## config.mk

```make
export PLATFORM = sky130hd
export DESIGN_NAME = broadcast_arbitration_unit
export DESIGN_NICKNAME = d
export VERILOG_FILES = /design/src/rtl/broadcast_arbitration_unit.sv
export SDC_FILE = /design/constraint.sdc
export NUM_CORES = 1
export LEC_CHECK = 0
export CORE_ASPECT_RATIO = 1.4
export CORE_MARGIN = 2
export CORE_UTILIZATION = 40
export DETAILED_ROUTE_END_ITERATION = 8
export PLACE_DENSITY = 0.77
export SYNTH_ARGS = -nofsm -noshare
export SYNTH_HDL_FRONTEND = slang
export SYNTH_SLANG_ARGS = --single-unit
```

## constraint.sdc

```tcl
create_clock -name clk -period 2.2 [get_ports clk]
set_input_delay 0.44 -clock clk [delete_from_list [all_inputs] [get_ports clk]]
set_output_delay 0.44 -clock clk [all_outputs]
set_load 0.01 [all_outputs]
```

## src/rtl/broadcast_arbitration_unit.sv

```systemverilog
`default_nettype none
// ============================================================================
// Module   : broadcast_arbitration_unit
// Purpose  : Round-robin arbiter for a multi-cycle result broadcast bus, plus
//            the pipeline halt / decode-enable generator. A starvation counter
//            forces a decode slot after a bounded run of broadcast cycles.
// Revision : 1.0 - initial release
// ============================================================================
module broadcast_arbitration_unit #(
  parameter int NUM_BCAST    = 4,
  parameter int BCAST_CYCLES = 2,
  parameter int STARVE_LIMIT = 8,
  parameter int NUM_QUEUES   = 2,
  parameter int IDX_W        = (NUM_BCAST > 1) ? $clog2(NUM_BCAST) : 1
) (
  input  logic                  clk,
  input  logic                  rst,
  input  logic [NUM_BCAST-1:0]  i_bcast_req,
  input  logic                  i_ROB_full,
  input  logic [NUM_QUEUES-1:0] i_queueFull,
  output logic [NUM_BCAST-1:0]  o_bcast_grant,
  output logic [IDX_W-1:0]      o_bcast_grant_idx,
  output logic                  o_ongoingBroadcast,
  output logic                  o_allowDecode,
  output logic                  o_allowBroadcast,
  output logic                  o_IF_halt,
  output logic                  o_RF_halt,
  output logic                  o_DecodeROBPipeline_halt,
  output logic                  o_ROB_halt,
  output logic                  o_Dispatch_halt,
  output logic                  o_starve_force
);

  localparam int CNT_W = $clog2(BCAST_CYCLES + 1);
  localparam int STV_W = $clog2(STARVE_LIMIT + 1);

  localparam logic [0:0]       c_IDLE       = 1'b0;
  localparam logic [0:0]       c_BCAST      = 1'b1;
  localparam logic [CNT_W-1:0] c_CNT_LOAD   = CNT_W'(BCAST_CYCLES - 1);
  localparam logic [CNT_W-1:0] c_CNT_LAST   = CNT_W'(1);
  localparam logic [STV_W-1:0] c_STARVE_MAX = STV_W'(STARVE_LIMIT);

  // Wrap an index into the requester range
  function automatic logic [IDX_W-1:0] f_wrap(input int v);
    return IDX_W'(v % NUM_BCAST);
  endfunction

  logic [0:0]           r_state;
  logic [0:0]           w_state_nxt;
  logic [IDX_W-1:0]     r_rr_ptr;
  logic [CNT_W-1:0]     r_bcast_cnt;
  logic [STV_W-1:0]     r_starve_cnt;
  logic [NUM_BCAST-1:0] r_grant_q;
  logic [IDX_W-1:0]     r_grant_idx;

  logic                 w_stall;
  logic                 w_force;
  logic                 w_fire;
  logic                 w_busy;
  logic                 w_win_found;
  logic [IDX_W-1:0]     w_win_idx;
  logic [NUM_BCAST-1:0] w_win_oh;
  logic                 w_front_halt;

  assign w_stall = i_ROB_full | (|i_queueFull);

  // A forced decode slot only happens on an idle bus with downstream room;
  // stall cycles never count towards it, so a full ROB cannot deadlock here.
  assign w_force = !rst && (r_state == c_IDLE) && (r_starve_cnt == c_STARVE_MAX) && !w_stall;
  assign w_fire  = !rst && (r_state == c_IDLE) && (|i_bcast_req) && !w_force;
  assign w_busy  = w_fire || (r_state == c_BCAST);

  // Round-robin winner: first requester at or after r_rr_ptr, cyclically
  always_comb begin
    w_win_found = 1'b0;
    w_win_idx   = '0;
    for (int i = 0; i < NUM_BCAST; i++) begin
      if (!w_win_found && i_bcast_req[f_wrap(int'(r_rr_ptr) + i)]) begin
        w_win_found = 1'b1;
        w_win_idx   = f_wrap(int'(r_rr_ptr) + i);
      end
    end
  end

  // One-hot form of the winner
  always_comb begin
    w_win_oh = '0;
    if (w_win_found) w_win_oh[w_win_idx] = 1'b1;
  end

  // FSM state register
  always_ff @(posedge clk or posedge rst) begin
    if (rst) r_state <= c_IDLE;
    else     r_state <= w_state_nxt;
  end

  // FSM next state: single-cycle broadcasts never leave IDLE
  always_comb begin
    w_state_nxt = r_state;
    case (r_state)
      c_IDLE:  if (w_fire && (BCAST_CYCLES > 1)) w_state_nxt = c_BCAST;
      c_BCAST: if (r_bcast_cnt == c_CNT_LAST) w_state_nxt = c_IDLE;
      default: w_state_nxt = c_IDLE;
    endcase
  end

  // FSM outputs: busy bus beats a stall, which beats normal decode
  always_comb begin
    o_allowDecode    = 1'b1;
    o_allowBroadcast = 1'b0;
    w_front_halt     = 1'b0;
    o_Dispatch_halt  = 1'b0;
    if (w_busy) begin
      o_allowDecode    = 1'b0;
      o_allowBroadcast = 1'b1;
      w_front_halt     = 1'b1;
      o_Dispatch_halt  = 1'b1;
    end else if (w_stall && !rst) begin
      o_allowDecode    = 1'b0;
      o_allowBroadcast = 1'b1;
      w_front_halt     = 1'b1;
    end
  end

  // Grant is combinational in the firing cycle, latched for the rest
  always_comb begin
    o_bcast_grant     = '0;
    o_bcast_grant_idx = '0;
    if (w_fire) begin
      o_bcast_grant     = w_win_oh;
      o_bcast_grant_idx = w_win_idx;
    end else if (r_state == c_BCAST) begin
      o_bcast_grant     = r_grant_q;
      o_bcast_grant_idx = r_grant_idx;
    end
  end

  assign o_IF_halt                = w_front_halt;
  assign o_RF_halt                = w_front_halt;
  assign o_DecodeROBPipeline_halt = w_front_halt;
  assign o_ROB_halt               = 1'b0;
  assign o_ongoingBroadcast       = (r_state == c_BCAST);
  assign o_starve_force           = w_force;

  // Latch the grant, advance the round-robin pointer and run the beat counter
  always_ff @(posedge clk or posedge rst) begin
    if (rst) begin
      r_rr_ptr    <= '0;
      r_grant_q   <= '0;
      r_grant_idx <= '0;
      r_bcast_cnt <= '0;
    end else if (w_fire) begin
      r_rr_ptr    <= f_wrap(int'(w_win_idx) + 1);
      r_grant_q   <= w_win_oh;
      r_grant_idx <= w_win_idx;
      r_bcast_cnt <= c_CNT_LOAD;
    end else if ((r_state == c_BCAST) && (r_bcast_cnt != '0)) begin
      r_bcast_cnt <= r_bcast_cnt - c_CNT_LAST;
    end
  end

  // Starvation counter: counts unstalled broadcast cycles, cleared by decode
  always_ff @(posedge clk or posedge rst) begin
    if (rst) begin
      r_starve_cnt <= '0;
    end else if (o_allowDecode) begin
      r_starve_cnt <= '0;
    end else if ((|o_bcast_grant) && !w_stall && (r_starve_cnt != c_STARVE_MAX)) begin
      r_starve_cnt <= r_starve_cnt + STV_W'(1);
    end
  end

endmodule
`default_nettype wire

```

== Word level (Yosys, flattened, before mapping) ==
Index checks and enable logic that the tools add are counted.
Operators by class
  add/subtract/negate cells: 6
  multiply operators: 0
  div/mod/pow operators: 0
  $lt $le $gt $ge: 6
  equality and inequality tests: 3
  shift operators: 0
  mux-type cells: 35
  bitwise logic cells: 2
  reduce and logical (&&, ||, !) cells: 26
Operators with widths (number)
  $mux 4: 5
  $mux 1: 16
  $mux 2: 8
  $lt 2x3->1 const B: 5
  $logic_and 1x1->1: 13
  $bmux 1 s2: 4
  $reduce_or 4->1: 2
  $logic_not 1->1: 6
  $reduce_bool 2->1: 3
  $add 2x1->2 const B: 2
  $add 2x2->2 const B: 2
  $add 4x1->4 const B: 1
  $eq 4x4->1 const B: 1
  $ne 4x4->1 const B: 1
  $demux 1 s2: 1
  $eq 2x1->1 const B: 1
  $ge 2x1->1 const B: 1
  $pmux 1 s2: 1
  $reduce_or 2->1: 1
  $sub 2x1->2 const B: 1
  $logic_or 1x1->1: 1
  $not 1->1: 1
  $or 1x1->1: 1
Storage, ports and cells
  register bits after elaboration: 15
  bits in latches: 0
  bits in writable memories: 0
  ROM bits: 0
  input port bits: 9
  output and inout bits: 15
  logic and storage cells: 84
  memories: 0

== Logic depth before layout (Yosys ltp) ==
  depth after elaboration: 23
  depth in mapped cells: 9
  gate-level depth less buffers: 9

== Worst setup path after synthesis ==
No wires, ideal clock.
  path kind: register -> register
  start point: reg r_rr_ptr[1]
  end point: reg r_starve_cnt[2]
  library setup time: 0.080 ns
  arrival time: 2.159 ns
  data required time: 2.120 ns
  path slack: -0.039 ns
  stages on the path, launching flop included: 10
  path buffers: 0
  clock period less this slack: 2.239 ns
  cell sequence: dfrtp_1 > nand2b_1 > a21oi_1 > a211o_1 > inv_1 > ha_1 > nor4_1 > o41a_1 > or4_1 > a21oi_1
Between the ends
  cells in the longest elaborated chain, start to end: 22
  elaborated cells between the ends (all ways): 36
  those cells by class: add/sub: 3; order compare: 2; mux: 20; reduce/logical: 11
Ends and longest elaborated chain
  from (decl): line 50  | logic [IDX_W-1:0] r_rr_ptr;
  from (signal assigned): line 153  | r_rr_ptr <= f_wrap(int'(w_win_idx) + 1);
  branches (longest 11 deep; another with $add 2x1->2)
  $mux 2 *: line 78  | if (!w_win_found && i_bcast_req[f_wrap(int'(r_rr_ptr) + i)]) begin
  net w_win_idx[0]: line 61  | logic [IDX_W-1:0] w_win_idx;
  $lt 2x3->1 (not written as such) or $ge 2x1->1 (tied branches): line 88  | if (w_win_found) w_win_oh[w_win_idx] = 1'b1;
  $logic_and 1x1->1 (not written as such): line 88
  $mux 1 (not written as such): line 88
  $demux 1 s2 *: line 88
  $mux 4 *: line 88
  $mux 4 *: line 129  | if (w_fire) begin
  $reduce_or 4->1 *: line 168  | end else if ((|o_bcast_grant) && !w_stall && (r_starve_cnt != c_STARVE_MAX)) begin
  $logic_and 1x1->1 * (2 in a row): line 168
  $reduce_bool 2->1 (no line) *
  to (signal assigned): line 169  | r_starve_cnt <= r_starve_cnt + STV_W'(1);
  to (decl): line 52  | logic [STV_W-1:0] r_starve_cnt;
Mark *: on every way through the listed nets, which the timed path passes. The select of a mux whose other input is x is not followed.
A chain may end at the register's enable or synchronous reset.

== Worst setup path in the final report ==
  start point: in i_bcast_req[3]
  end point: out o_bcast_grant_idx[1]
Between the ends
  cells in the longest elaborated chain, start to end: 13
  elaborated cells between the ends (all ways): 25
  those cells by class: mux: 16; reduce/logical: 9
Ends and longest elaborated chain
  from (decl): line 18  | input logic [NUM_BCAST-1:0] i_bcast_req,
  $bmux 1 s2: line 78
  $mux 1 (not written as such): line 78
  $mux 1: line 78
  $logic_not 1->1: line 78
  $logic_and 1x1->1: line 78
  $mux 1: line 78
  $logic_not 1->1: line 78
  $logic_and 1x1->1: line 78
  $mux 1: line 78
  $logic_not 1->1: line 78
  $logic_and 1x1->1: line 78
  $mux 2: line 78
  $mux 2 *: line 129
  to (decl): line 22  | output logic [IDX_W-1:0] o_bcast_grant_idx,
Every way passes the cells marked *; elsewhere a longest branch is shown, timed or not. The select of a mux whose other input is x is not followed.

==> results.py <==
metrics = {
    "setup_path": {
        "path_cells": "dlygate4sd2_1 -> nor4_2 -> nor3_2 -> and2_1 -> buf_6 -> a22o_1 -> dlygate4sd2_1",
        "cp_max_fo": 11,
        "cp_slowest_cell": "nor4_2",
        "ff2ff_path_depth": 11,
        "cp-start-kind": "input port",
        "required_ns": 1.76,
        "max_stage_delay_ns": 0.34,
        "critical_path_class": "in2out",
        "endpoint_kind": "output port",
        "crit_arrival_ns": 1.94,
        "cpMostUsedCell": "dlygate4sd2_1",
    },
    "power_and_ir_drop": {
        "p_leak_nw": 0.717,
        "ir_worst_vdd_uv": 643,
        "power_density_mw_per_mm2": 1170,
        "total_power_w": 0.00180,
    },
    "sta": {
        "finalMaxSlewViolations": 0,
        "period_needed_ns": 2.38,
        "holdWs_ns": 0.530,
        "clock_skew_ns": 0.00661,
        "fin_tns_setup_ns": -1.49,
        "maxSlewHeadroom": 0.610,
        "finalCritPeriodShare": 1.08,
        "rsz0062_at_grt": "true",
        "hold_viol_final": 0,
        "tightest_slew_ns": 0.584,
        "setup_viol": 13,
        "fmax_mhz": 420,
        "setup_ws_ns": -0.180,
    },
    "cells_and_area": {
        "drive_gt1_frac": 0.486,
        "postLayoutCellArea_mm2": 0.00153,
        "syn_to_final_growth_pct": 56.6,
        "fin_util": 0.648,
        "final_cell_mix": "buf_4 (21), dfrtp_1 (13), dlygate4sd2_1 (9)",
        "layout_commonest_cell": "buf_4",
        "antenna-diode-count": 0,
        "nNetsFinal": 166,
    },
    "floorplan": {
        "ios": 24,
        "die_h_um": 62.5,
        "start_util": 0.414,
        "dieArea_mm2": 0.00286,
        "core-area_mm2": 0.00236,
        "rows": 21,
        "dieWidth_um": 45.8,
    },
    "placed_design": {
        "io_buffers": 22,
        "gp_congestion": 0.770,
        "hpwl_mm": 1.69,
        "placed_cell_area_mm2": 0.00130,
    },
    "synthesis": {
        "synthAdderAreaFrac": 0.102,
        "synth_edf_count": 0,
        "synth-seq-area-share": 0.384,
        "synthesis.area_um2": 978,
        "synthMuxAreaShare": 0.0895,
        "ys_ff_latch": 15,
        "synth_compound_area_frac": 0.170,
        "avgSynthCellArea_um2": 9.59,
        "synth_cell_types": 31,
        "postSynthCellCount": 102,
        "synthSimpleGateAreaFrac": 0.150,
        "synth_ff_type": "dfrtp_1",
        "synthXorXnorAreaFrac": 0.00895,
        "synth-async-reset-ratio": 1.00,
        "synth_top_family_by_area": "compound AO/OA/AOI/OAI gates",
        "syn_nets": 119,
        "yosysWarnings": 0,
    },
    "job": {
        "cap_violations": 0,
    },
    "status": {
        "status": "finished, violations left",
        "violations": "negative setup slack",
    },
    "worst_hold_path": {
        "min_delay_path_depth": 2,
        "hold_path.class": "reg2reg",
    },
    "clocking": {
        "clock-sinks": 15,
        "ctsHoldBuffers": 0,
        "root_buffer": "clkbuf_4",
        "clk_pin_slew_ns": 0.09,
        "clock_latency_ns": 0.29,
        "clockBufferDepth": 2,
        "cts_buffers": 3,
        "cts_tree": "done",
        "htreeDepth": 1,
    },
    "drt": {
        "ant_nets": 0,
        "vias_per_cell": 5.53,
        "via_count": 945,
        "drcViolationCount": 0,
        "post_drt_wl_per_cell_um": 14.3,
        "wirelength_mm": 2.45,
        "first_iter_violations": 20,
        "firstDrtPassIters": 4,
    },
    "global_routing": {
        "grt-ovfl-total": 0,
        "grt_pass1_wl_mm": 4.02,
        "grt_pass1_vias": 959,
        "antenna_found_initial": 0,
        "grt_max_degree": 16,
        "grt_usage": 0.184,
    },
}
[registers in the layout, summed over array words and instances, names as in the netlist]
name                flops
r_starve_cnt            4
r_bcast_cnt             2
r_grant_idx             2
r_rr_ptr                2
o_ongoingBroadcast      1
r_grant_q               4
[routing by layer]
layer,part of all wire,global-route usage
met1,0.40,0.221
met3,0.047,0.0173
met5,0,0
met2,0.55,0.324
met4,0.0049,0.0643
[repair_timing]
action,CTS,global route
pin swaps,14,11
gates resized for setup,69,19
endpoints found under the setup margin,17,16
setup buffers,7,3
[report_power, final]
part	switching [W]	leakage, nW	total (W)	internal, W
Clock	0.0000922	0.0177	0.000160	0.0000677
Sequential	0.0000932	0.186	0.000480	0.000387
Combinational	0.000533	0.512	0.00116	0.000625
[area by class of cell]
cell class | count | area, um^2
fill | 198 | 832
clock inverter | 1 | 5.00
inverter | 11 | 46.3
multi-input combinational | 70 | 654
sequential | 15 | 378
tap | 23 | 28.8
timing repair buffer | 48 | 398
clock buffer | 3 | 22.5
[cell usage after synthesis, drive strengths merged (3+ instances only)]
library cell	instances	area, um^2
a22o	5	43.8
a21oi	8	40.0
dfrtp	15	375
buf	6	48.8
inv	11	41.3
o21ai	5	25.0
nand2	5	18.8
mux2	6	67.6
nor2	6	22.5
ha	8	100
nor3	3	15.0
[worst paths after layout]
check / start / end / slack (ns)
min in group asynchronous: rst / r_grant_idx[1] / 0.72
max reg2reg: r_rr_ptr[1] / r_starve_cnt[0] / -0.16
min reg2reg: r_grant_idx[0] / r_grant_idx[0] / 0.53
max in group asynchronous: rst / r_rr_ptr[1] / 1.06
max: i_bcast_req[3] / o_bcast_grant_idx[1] / -0.18
min: r_grant_idx[0] / r_grant_idx[0] / 0.53
[worst max-delay path: cells and delay by family]
family,cells,cell delay [ns]
compound gates,1,0.18
buf+inv,3,0.73
simple gates,3,0.59
[cells by family after synthesis]
group | count (synthesis)
AO/OA/AOI/OAI | 25
XOR/XNOR | 1
adder cells (fa/ha/maj) | 8
buffers and inverters | 17
flip-flops | 15
multiplexers | 8
other | 1
AND/OR/NAND/NOR | 27
[through the flow]
stage	std cells	setup WS (ns)
after detailed placement	157	-0.793
after global routing	171	-0.243
final	171	-0.180
after global placement	157	-0.681
after floorplan	102	-0.0390
after CTS	168	-0.310
(Power assumes the default switching activity.)
